File: src/rtl/video_timing_gen.sv
// Raster timing and frame-buffer fetch generator; sync/DE/RGB are realigned to the read latency.
// Optional colour-bar source: define VTG_TEST_PATTERN_EN to add the test_mode input.
module video_timing_gen #(
  parameter int   H_PIXEL   = 640,
  parameter int   H_FP      = 16,
  parameter int   H_SYNC    = 96,
  parameter int   H_BP      = 48,
  parameter int   V_PIXEL   = 480,
  parameter int   V_FP      = 10,
  parameter int   V_SYNC    = 2,
  parameter int   V_BP      = 33,
  parameter logic HS_POL    = 1'b0,
  parameter logic VS_POL    = 1'b0,
  parameter int   ADDR_W    = 21,
  parameter int   STRIDE    = 640,
  parameter int   BASE_ADDR = 0,
  parameter int   RD_LAT    = 2
) (
  input  logic              clk_low,
  input  logic              reset,
  input  logic              enable,
`ifdef VTG_TEST_PATTERN_EN
  input  logic              test_mode,
`endif
  input  logic [7:0]        pix_r_in,
  input  logic [7:0]        pix_g_in,
  input  logic [7:0]        pix_b_in,
  output logic [ADDR_W-1:0] addr,
  output logic              rd_en,
  output logic              hsync,
  output logic              vsync,
  output logic              de,
  output logic [7:0]        r_out,
  output logic [7:0]        g_out,
  output logic [7:0]        b_out,
  output logic              line_start,
  output logic              frame_start,
  output logic              busy
);

  localparam int H_TOT = H_PIXEL + H_FP + H_SYNC + H_BP;
  localparam int V_TOT = V_PIXEL + V_FP + V_SYNC + V_BP;
  localparam int CXW   = $clog2(H_TOT);
  localparam int CYW   = $clog2(V_TOT);
  localparam int DL    = (RD_LAT > 1) ? RD_LAT - 1 : 1;
  localparam logic [ADDR_W-1:0] BASE = ADDR_W'(BASE_ADDR);
  localparam logic [ADDR_W-1:0] STEP = ADDR_W'(STRIDE);
`ifdef VTG_TEST_PATTERN_EN
  localparam int SW = 5 + CXW;
`else
  localparam int SW = 5;
`endif

  typedef enum logic [1:0] {IDLE = 2'd0, RUN = 2'd1, DRAIN = 2'd2} state_t;

  state_t            state;
  logic [CXW-1:0]    cx;
  logic [CXW-1:0]    nx;
  logic [CYW-1:0]    cy;
  logic [CYW-1:0]    ny;
  logic              last_x;
  logic              last_y;
  logic [ADDR_W-1:0] line_base;
  logic [2:0]        drain_cnt;
  logic              fetch_ok;
  logic [SW-1:0]     stage;
  logic [SW-1:0]     next_stage;
  logic [SW-1:0]     origin_stage;
  logic [SW-1:0]     pre;
  logic [SW-1:0]     dl [DL];
  logic [23:0]       rgb;

  // Stage bits: 0 act, 1 hs, 2 vs, 3 line strobe, 4 frame strobe, [SW-1:5] cx for the bar generator.
  function automatic logic [SW-1:0] raw_timing(input logic [CXW-1:0] x, input logic [CYW-1:0] y);
    logic [SW-1:0] s;
    s    = '0;
    s[0] = (x < CXW'(H_PIXEL)) && (y < CYW'(V_PIXEL));
    s[1] = (x >= CXW'(H_PIXEL + H_FP)) && (x < CXW'(H_PIXEL + H_FP + H_SYNC));
    s[2] = (y >= CYW'(V_PIXEL + V_FP)) && (y < CYW'(V_PIXEL + V_FP + V_SYNC));
    s[3] = (x == CXW'(0)) && (y < CYW'(V_PIXEL));
    s[4] = (x == CXW'(0)) && (y == CYW'(0));
`ifdef VTG_TEST_PATTERN_EN
    s[SW-1:5] = x;
`endif
    return s;
  endfunction

`ifdef VTG_TEST_PATTERN_EN
  // Bar order white..black maps onto inverted index bits: r=~i[1], g=~i[2], b=~i[0].
  function automatic logic [23:0] bar_rgb(input logic [CXW-1:0] x);
    logic [2:0] idx;
    idx = 3'((32'(x) * 32'd8) / 32'(H_PIXEL));
    return {{8{~idx[1]}}, {8{~idx[2]}}, {8{~idx[0]}}};
  endfunction
`endif

  // Next raster position and the fetch-stage timing it produces.
  always_comb begin
    last_x = (cx == CXW'(H_TOT - 1));
    last_y = (cy == CYW'(V_TOT - 1));
    if (last_x) begin
      nx = CXW'(0);
      ny = last_y ? CYW'(0) : cy + CYW'(1);
    end else begin
      nx = cx + CXW'(1);
      ny = cy;
    end
    next_stage   = raw_timing(nx, ny);
    origin_stage = raw_timing(CXW'(0), CYW'(0));
`ifdef VTG_TEST_PATTERN_EN
    fetch_ok = ~test_mode;
`else
    fetch_ok = 1'b1;
`endif
  end

  // Run-control FSM with raster counters, incremental address generator and fetch outputs.
  always_ff @(posedge clk_low) begin
    if (reset) begin
      state     <= IDLE;
      cx        <= CXW'(0);
      cy        <= CYW'(0);
      line_base <= BASE;
      addr      <= BASE;
      rd_en     <= 1'b0;
      busy      <= 1'b0;
      stage     <= '0;
      drain_cnt <= 3'd0;
    end else begin
      case (state)
        IDLE: begin
          cx        <= CXW'(0);
          cy        <= CYW'(0);
          line_base <= BASE;
          addr      <= BASE;
          if (enable) begin
            state <= RUN;
            busy  <= 1'b1;
            stage <= origin_stage;
            rd_en <= origin_stage[0] & fetch_ok;
          end else begin
            busy  <= 1'b0;
            stage <= '0;
            rd_en <= 1'b0;
          end
        end
        RUN: begin
          cx   <= nx;
          cy   <= ny;
          busy <= 1'b1;
          if (last_x) begin
            if (last_y) begin
              line_base <= BASE;
              addr      <= BASE;
            end else begin
              line_base <= line_base + STEP;
              addr      <= line_base + STEP;
            end
          end else if (nx < CXW'(H_PIXEL)) begin
            addr <= addr + ADDR_W'(1);
          end
          // A stop request is honoured only on the last pixel of the frame.
          if (last_x && last_y && !enable) begin
            state     <= DRAIN;
            stage     <= '0;
            rd_en     <= 1'b0;
            drain_cnt <= 3'd0;
          end else begin
            stage <= next_stage;
            rd_en <= next_stage[0] & fetch_ok;
          end
        end
        DRAIN: begin
          if (drain_cnt == 3'(RD_LAT - 1)) begin
            if (enable) begin
              state <= RUN;
              stage <= origin_stage;
              rd_en <= origin_stage[0] & fetch_ok;
            end else begin
              state <= IDLE;
              busy  <= 1'b0;
            end
          end else begin
            drain_cnt <= drain_cnt + 3'd1;
          end
        end
        default: begin
          state <= IDLE;
          stage <= '0;
          rd_en <= 1'b0;
          busy  <= 1'b0;
        end
      endcase
    end
  end

  // Delay line carrying fetch-stage timing towards the returned pixel data.
  always_ff @(posedge clk_low) begin
    if (reset) begin
      for (int i = 0; i < DL; i++) dl[i] <= '0;
    end else begin
      dl[0] <= stage;
      for (int i = 1; i < DL; i++) dl[i] <= dl[i-1];
    end
  end

  // Tap one cycle short of RD_LAT; the output register supplies the last cycle.
  always_comb begin
    if (RD_LAT > 1) pre = dl[DL-1];
    else            pre = stage;
    rgb = 24'h000000;
`ifdef VTG_TEST_PATTERN_EN
    if (pre[0] && test_mode) rgb = bar_rgb(pre[SW-1:5]);
    else if (pre[0])         rgb = {pix_r_in, pix_g_in, pix_b_in};
    else                     rgb = 24'h000000;
`else
    if (pre[0]) rgb = {pix_r_in, pix_g_in, pix_b_in};
    else        rgb = 24'h000000;
`endif
  end

  // Aligned video output register.
  always_ff @(posedge clk_low) begin
    if (reset) begin
      de          <= 1'b0;
      hsync       <= ~HS_POL;
      vsync       <= ~VS_POL;
      line_start  <= 1'b0;
      frame_start <= 1'b0;
      r_out       <= 8'h00;
      g_out       <= 8'h00;
      b_out       <= 8'h00;
    end else begin
      de          <= pre[0];
      hsync       <= pre[1] ? HS_POL : ~HS_POL;
      vsync       <= pre[2] ? VS_POL : ~VS_POL;
      line_start  <= pre[3];
      frame_start <= pre[4];
      {r_out, g_out, b_out} <= rgb;
    end
  end

endmodule

File: config.mk
export PLATFORM = sky130hd
export DESIGN_NAME = video_timing_gen
export DESIGN_NICKNAME = d
export VERILOG_FILES = /design/src/rtl/video_timing_gen.sv
export SDC_FILE = /design/constraint.sdc
export NUM_CORES = 1
export LEC_CHECK = 0
export CELL_PAD_IN_SITES_DETAIL_PLACEMENT = 0
export CELL_PAD_IN_SITES_GLOBAL_PLACEMENT = 1
export CORE_MARGIN = 5
export CORE_UTILIZATION = 40
export DETAILED_ROUTE_END_ITERATION = 16
export PLACE_DENSITY_LB_ADDON = 0.1
export SLEW_MARGIN = 10
export SYNTH_ARGS = -nofsm -noshare
export SYNTH_HDL_FRONTEND = slang
export SYNTH_SLANG_ARGS = --single-unit
File: constraint.sdc
create_clock -name clk_low -period 3.1 [get_ports clk_low]
set_input_delay 0.62 -clock clk_low [delete_from_list [all_inputs] [get_ports clk_low]]
set_output_delay 0.62 -clock clk_low [all_outputs]
set_load 0.02 [all_outputs]
## Yosys cells after proc, flatten, opt, wreduce, memory -nomap -nowiden

Memory sizes are Yosys's and may differ from the RTL's.
Cells that the tools add are included.

| word-level totals | value |
|---|---|
| bits in registers | 103 |
| bits in writable memories | 5 |
| input port bits | 27 |
| output and inout port bits | 52 |
| word-level logic and storage cells | 103 |
| memories kept | 1 |

| operators by class | value |
|---|---|
| add/sub/neg operators | 5 |
| magnitude comparators | 6 |
| equal/unequal tests | 13 |
| muxes and demuxes | 39 |
| bitwise operators | 1 |
| reductions and logical operators | 21 |

Memory list:

| name | words | bits a word | read ports | clocked after memory_dff | wr ports | RTL line | text |
|---|---|---|---|---|---|---|---|
| dl | 1 | 5 | 1 | 0 | 1 | 70 | `logic [SW-1:0] dl [DL];` |

Operators with widths:

| cell | count |
|---|---|
| $mux 21 | 4 |
| $pmux 21 s2 | 2 |
| $pmux 10 s2 | 2 |
| $mux 10 | 3 |
| $mux 5 | 5 |
| $add 21x1->21 const B | 1 |
| $add 21x10->21 const B | 1 |
| $add 10x1->10 const B | 2 |
| $eq 10x10->1 const B | 2 |
| $logic_not 10->1 | 2 |
| $lt 10x10->1 const B | 2 |
| $lt 10x9->1 const B | 2 |
| $pmux 5 s3 | 1 |
| $ne 2x2->1 const B | 7 |
| $mux 1 | 13 |
| $ge 10x10->1 const B | 1 |
| $ge 10x9->1 const B | 1 |
| $reduce_and 2->1 | 4 |
| $logic_and 1x1->1 | 7 |
| $mux 2 | 3 |
| $mux 3 | 2 |
| $pmux 1 s3 | 2 |
| $pmux 2 s3 | 1 |
| $pmux 3 s2 | 1 |
| 12 further kinds | 14 |

## Longest topological paths before layout

| logic depth | value |
|---|---|
| depth in word-level cells | 7 |
| mapped depth | 10 |
| gate-level depth less buffers | 8 |

## Worst setup path before layout

Ideal clock, no wire load.

| timing path | value |
|---|---|
| kind | register -> register |
| start | register cx[0] |
| end | register addr[1] |
| library setup time | 132 ps |
| arrival | 2144 ps |
| required time | 2968 ps |
| setup slack | 825 ps |
| cell stages (with the launch flop) | 10 |
| buffers on the path | 2 |
| clock period less this slack | 2275 ps |
| cell sequence | dfxtp_1 ha_1 and4_1 buf_4 nand3_2 a211o_1 a41o_1 buf_4 a221oi_1 nor3_1 |

| between the ends | value |
|---|---|
| cells in the longest elaborated chain, start to end | 5 |
| elaborated cells on any way between the ends | 8 |
| classes of those cells | 1 x add/sub; 1 x order compare; 2 x eq/ne; 3 x mux; 1 x reduce/logical |

RTL lines:

| element | RTL line | text |
|---|---|---|
| start: declaration | 57 | `logic [CXW-1:0] cx;` |
| start signal: assignment | 148 | `cx <= nx;` |
| $add 10x1->10 or $eq 10x10->1 (tied branches) | 105, 99 |  |
| $mux 10 | 101 | `if (last_x) begin` |
| $lt 10x10->1 | 159 | `end else if (nx < CXW'(H_PIXEL)) begin` |
| $ne 3x3->1 (no source line) | -- |  |
| $reduce_and 2->1 (no source line) | -- |  |
| end signal: assignment | 157 | `addr <= line_base + STEP;` |
| end signal: assignment | 160 | `addr <= addr + ADDR_W'(1);` |
| end: declaration | 28 | `output logic [ADDR_W-1:0] addr,` |

Parallel ways exist; a longest one is shown, timed or not.
A chain may end at the register's enable or synchronous reset.

## Final worst setup path

| timing path | value |
|---|---|
| start | register cx[0] |
| end | register addr[16] |

The elaborated chain is that of the path after synthesis.

==> reports/qor.csv <==
metric,value,unit
rows,42,
crit_arrival,3090,ps
synth-async-reset-ratio,0,
drt_iter0_drc,275,
cts_sinks,107,
grt_pass1_wl,24.3,mm
drc,0,
timing.critical_path.to_type,flop,
cts_resized,0,
rsz0062_at_grt,no,
initial_core_util,0.404,
antenna_found_initial,0,
hpwl,10.4,mm
synth_nets,676,
layout-drive-gt1-share,0.0728,
grt_pass1_vias,4590,
final_common_cell,dfxtp_1,
hold_viol,0,
grt.overflow.total,0,
cts_tree,done,
netlist_area,5290,um2
die_w,125,um
floorplan.die_area,15600,um2
cts_setup_buffers,0,
io_pins,79,
area_growth,24.0,%
final_cell_mix,"107 x dfxtp_1, 77 x clkdlybuf4s50_1, 64 x nor2_1, 59 x a21oi_1, 55 x nand2_1",
seq_area_frac_synth,0.405,
tightest_slew,1030,ps
num_antenna_cells,0,
coreArea,13100,um2
setup_tns,0,ps
cap_violations,0,
path_clk_slew,80,ps
synth_warnings,0,
routed_wirelength,14.6,mm
portBuffers,78,
cts-root-buf,clkbuf_16,
finalClockSkew,9.38,ps
ys_seq_elements,107,
ant_nets,0,
cts_buffer_depth,2,
insertion_delay,350,ps
worst-path-max-fanout,15,
synth-edff-count,0,
finalCritPeriodShare,0.906,
routedWlPerCell,16.4,um
grt_usage,0.183,
fin_nets,744,
holdBufCountCts,0,
worstSetupStartpointType,flop,
peakVddDrop,0.000213,V
hold_path.class,flop to flop,
die_h,125,um
gp_congestion,0.875,
drv_slew,0,
vias,4887,
detail_route.first_pass.iterations,4,
report.final.setup_viol,0,
cp.required,3380,ps
h-tree-depth,3,
ys.flop_type,dfxtp_1,
finalPower,0.00281,W
grt_max_degree,35,
fmax,356,MHz
syn_inst,641,
p_leak,2.31,nW
status,finished clean,
viasPerCell,5.49,
crit_type,flop to flop,
period_minus_slack,2810,ps
synth.avg_cell_area,8.25,um2
r2r-start,cx[0]$_SDFFE_PP0P_,
min_from,dl[0][1]$_SDFF_PP0_,
numCtsBuffers,9,
slew_headroom,0.308,
startpoint,cx[0]$_SDFFE_PP0P_,
power_density,429,nW/um2
ys_types,71,
## synth_stat cells (5+ instances only)
library cell  instances  area share
nor2_1               64       0.045
and3_1                6      0.0071
clkbuf_1             24       0.017
buf_2                 7      0.0066
nor3_1               26       0.025
dfxtp_1             107        0.41
nand2b_1              9       0.011
o31ai_1               6      0.0085
or3_1                 6      0.0071
nor2b_1              12       0.014
o21ai_0              28       0.027
nand2_1              55       0.039
a21o_1               14       0.020
ha_1                  8       0.019
and2_1               32       0.038
nor4_1                6      0.0071
nand4_1              12       0.014
buf_4                 5      0.0071
nand3b_1              6      0.0085
xnor2_1              13       0.022
a211oi_1             12       0.017
nand3_1              22       0.021
inv_1                 8      0.0057
a22oi_1               9       0.013
a21oi_1              59       0.056
xor2_1               12       0.020
## path summary, 6_finish.rpt
| check | end | slack (ps) | cells after the start |
|---|---|---|---|
| setup / recovery | addr[16]$_SDFFE_PP0P_ | 290 | 7 |
| hold / removal | hsync$_SDFF_PP1_ | 380 | 1 |
| setup reg to reg | addr[16]$_SDFFE_PP0P_ | 290 | 7 |
| hold reg to reg | hsync$_SDFF_PP1_ | 380 | 1 |
## state kept, by name, summed over array words and instances (netlist names), 5 cells and up
signal / count
addr: 21
line_base: 21
cx: 10
cy: 10
b_out: 8
g_out: 8
r_out: 8
dl: 5
stage: 5
## metrics by stage
stage / area [um2] / utilization / instances / setup WS (ps) / hold WS (ps)
2_1_floorplan: 5290 / - / 641 / 825 / 356
3_3_place_gp: 6240 / 0.477 / 874 / 342 / 359
3_5_place_dp: 6240 / 0.477 / 874 / 309 / 365
4_1_cts: 6550 / 0.501 / 890 / 290 / 384
5_1_grt: 6550 / 0.501 / 890 / 54.5 / 395
6_report: 6550 / 0.501 / 890 / 290 / 381
## where the power goes
part	internal (W)	switching [W]	total [W]
sequential	0.00139	0.00000793	0.00140
combinational	0.0000940	0.000113	0.000207
clock	0.000644	0.000563	0.00121
total	0.00213	0.000683	0.00281
## critical path: stages (launching register included)
cell and delay [ps]:
dfxtp_1 360, ha_1 280, nand4_1 240, nor3_4 80, nor2_1 800, a41o_1 640
o21ai_0 180, a21oi_1 160
## per-layer routing
| layer | global-route usage | vias to the layer above | routed length [um] |
|---|---|---|---|
| met5 | 0 | - | 0 |
| met4 | 0.0542 | 0 | 222 |
| met3 | 0.0311 | 19 | 693 |
| met2 | 0.292 | 135 | 6580 |
| met1 | 0.257 | 2290 | 7120 |
| li1 | - | 2443 | - |
## cell families (layout without fill, tap and decap cells)
group,after synthesis,in the layout,share of synthesized area
buf+inv,50,123,0.0440
mux,1,1,0.00189
fa+ha+maj,8,8,0.0189
xor+xnor,25,25,0.0414
simple gates,277,277,0.273
compound gates,173,173,0.216
flops,107,107,0.405
## layout make-up
cell class                      count  area, um2
Clock buffer                        9        225
Multi-Input combinational cell    484       2920
Fill cell                        1220       6530
Timing Repair Buffer               99        933
Clock inverter                      7       82.6
Inverter                            8       30.0
Tap cell                          176        220
Sequential cell                   107       2140
No activity file was read; power rests on OpenSTA's default activity.
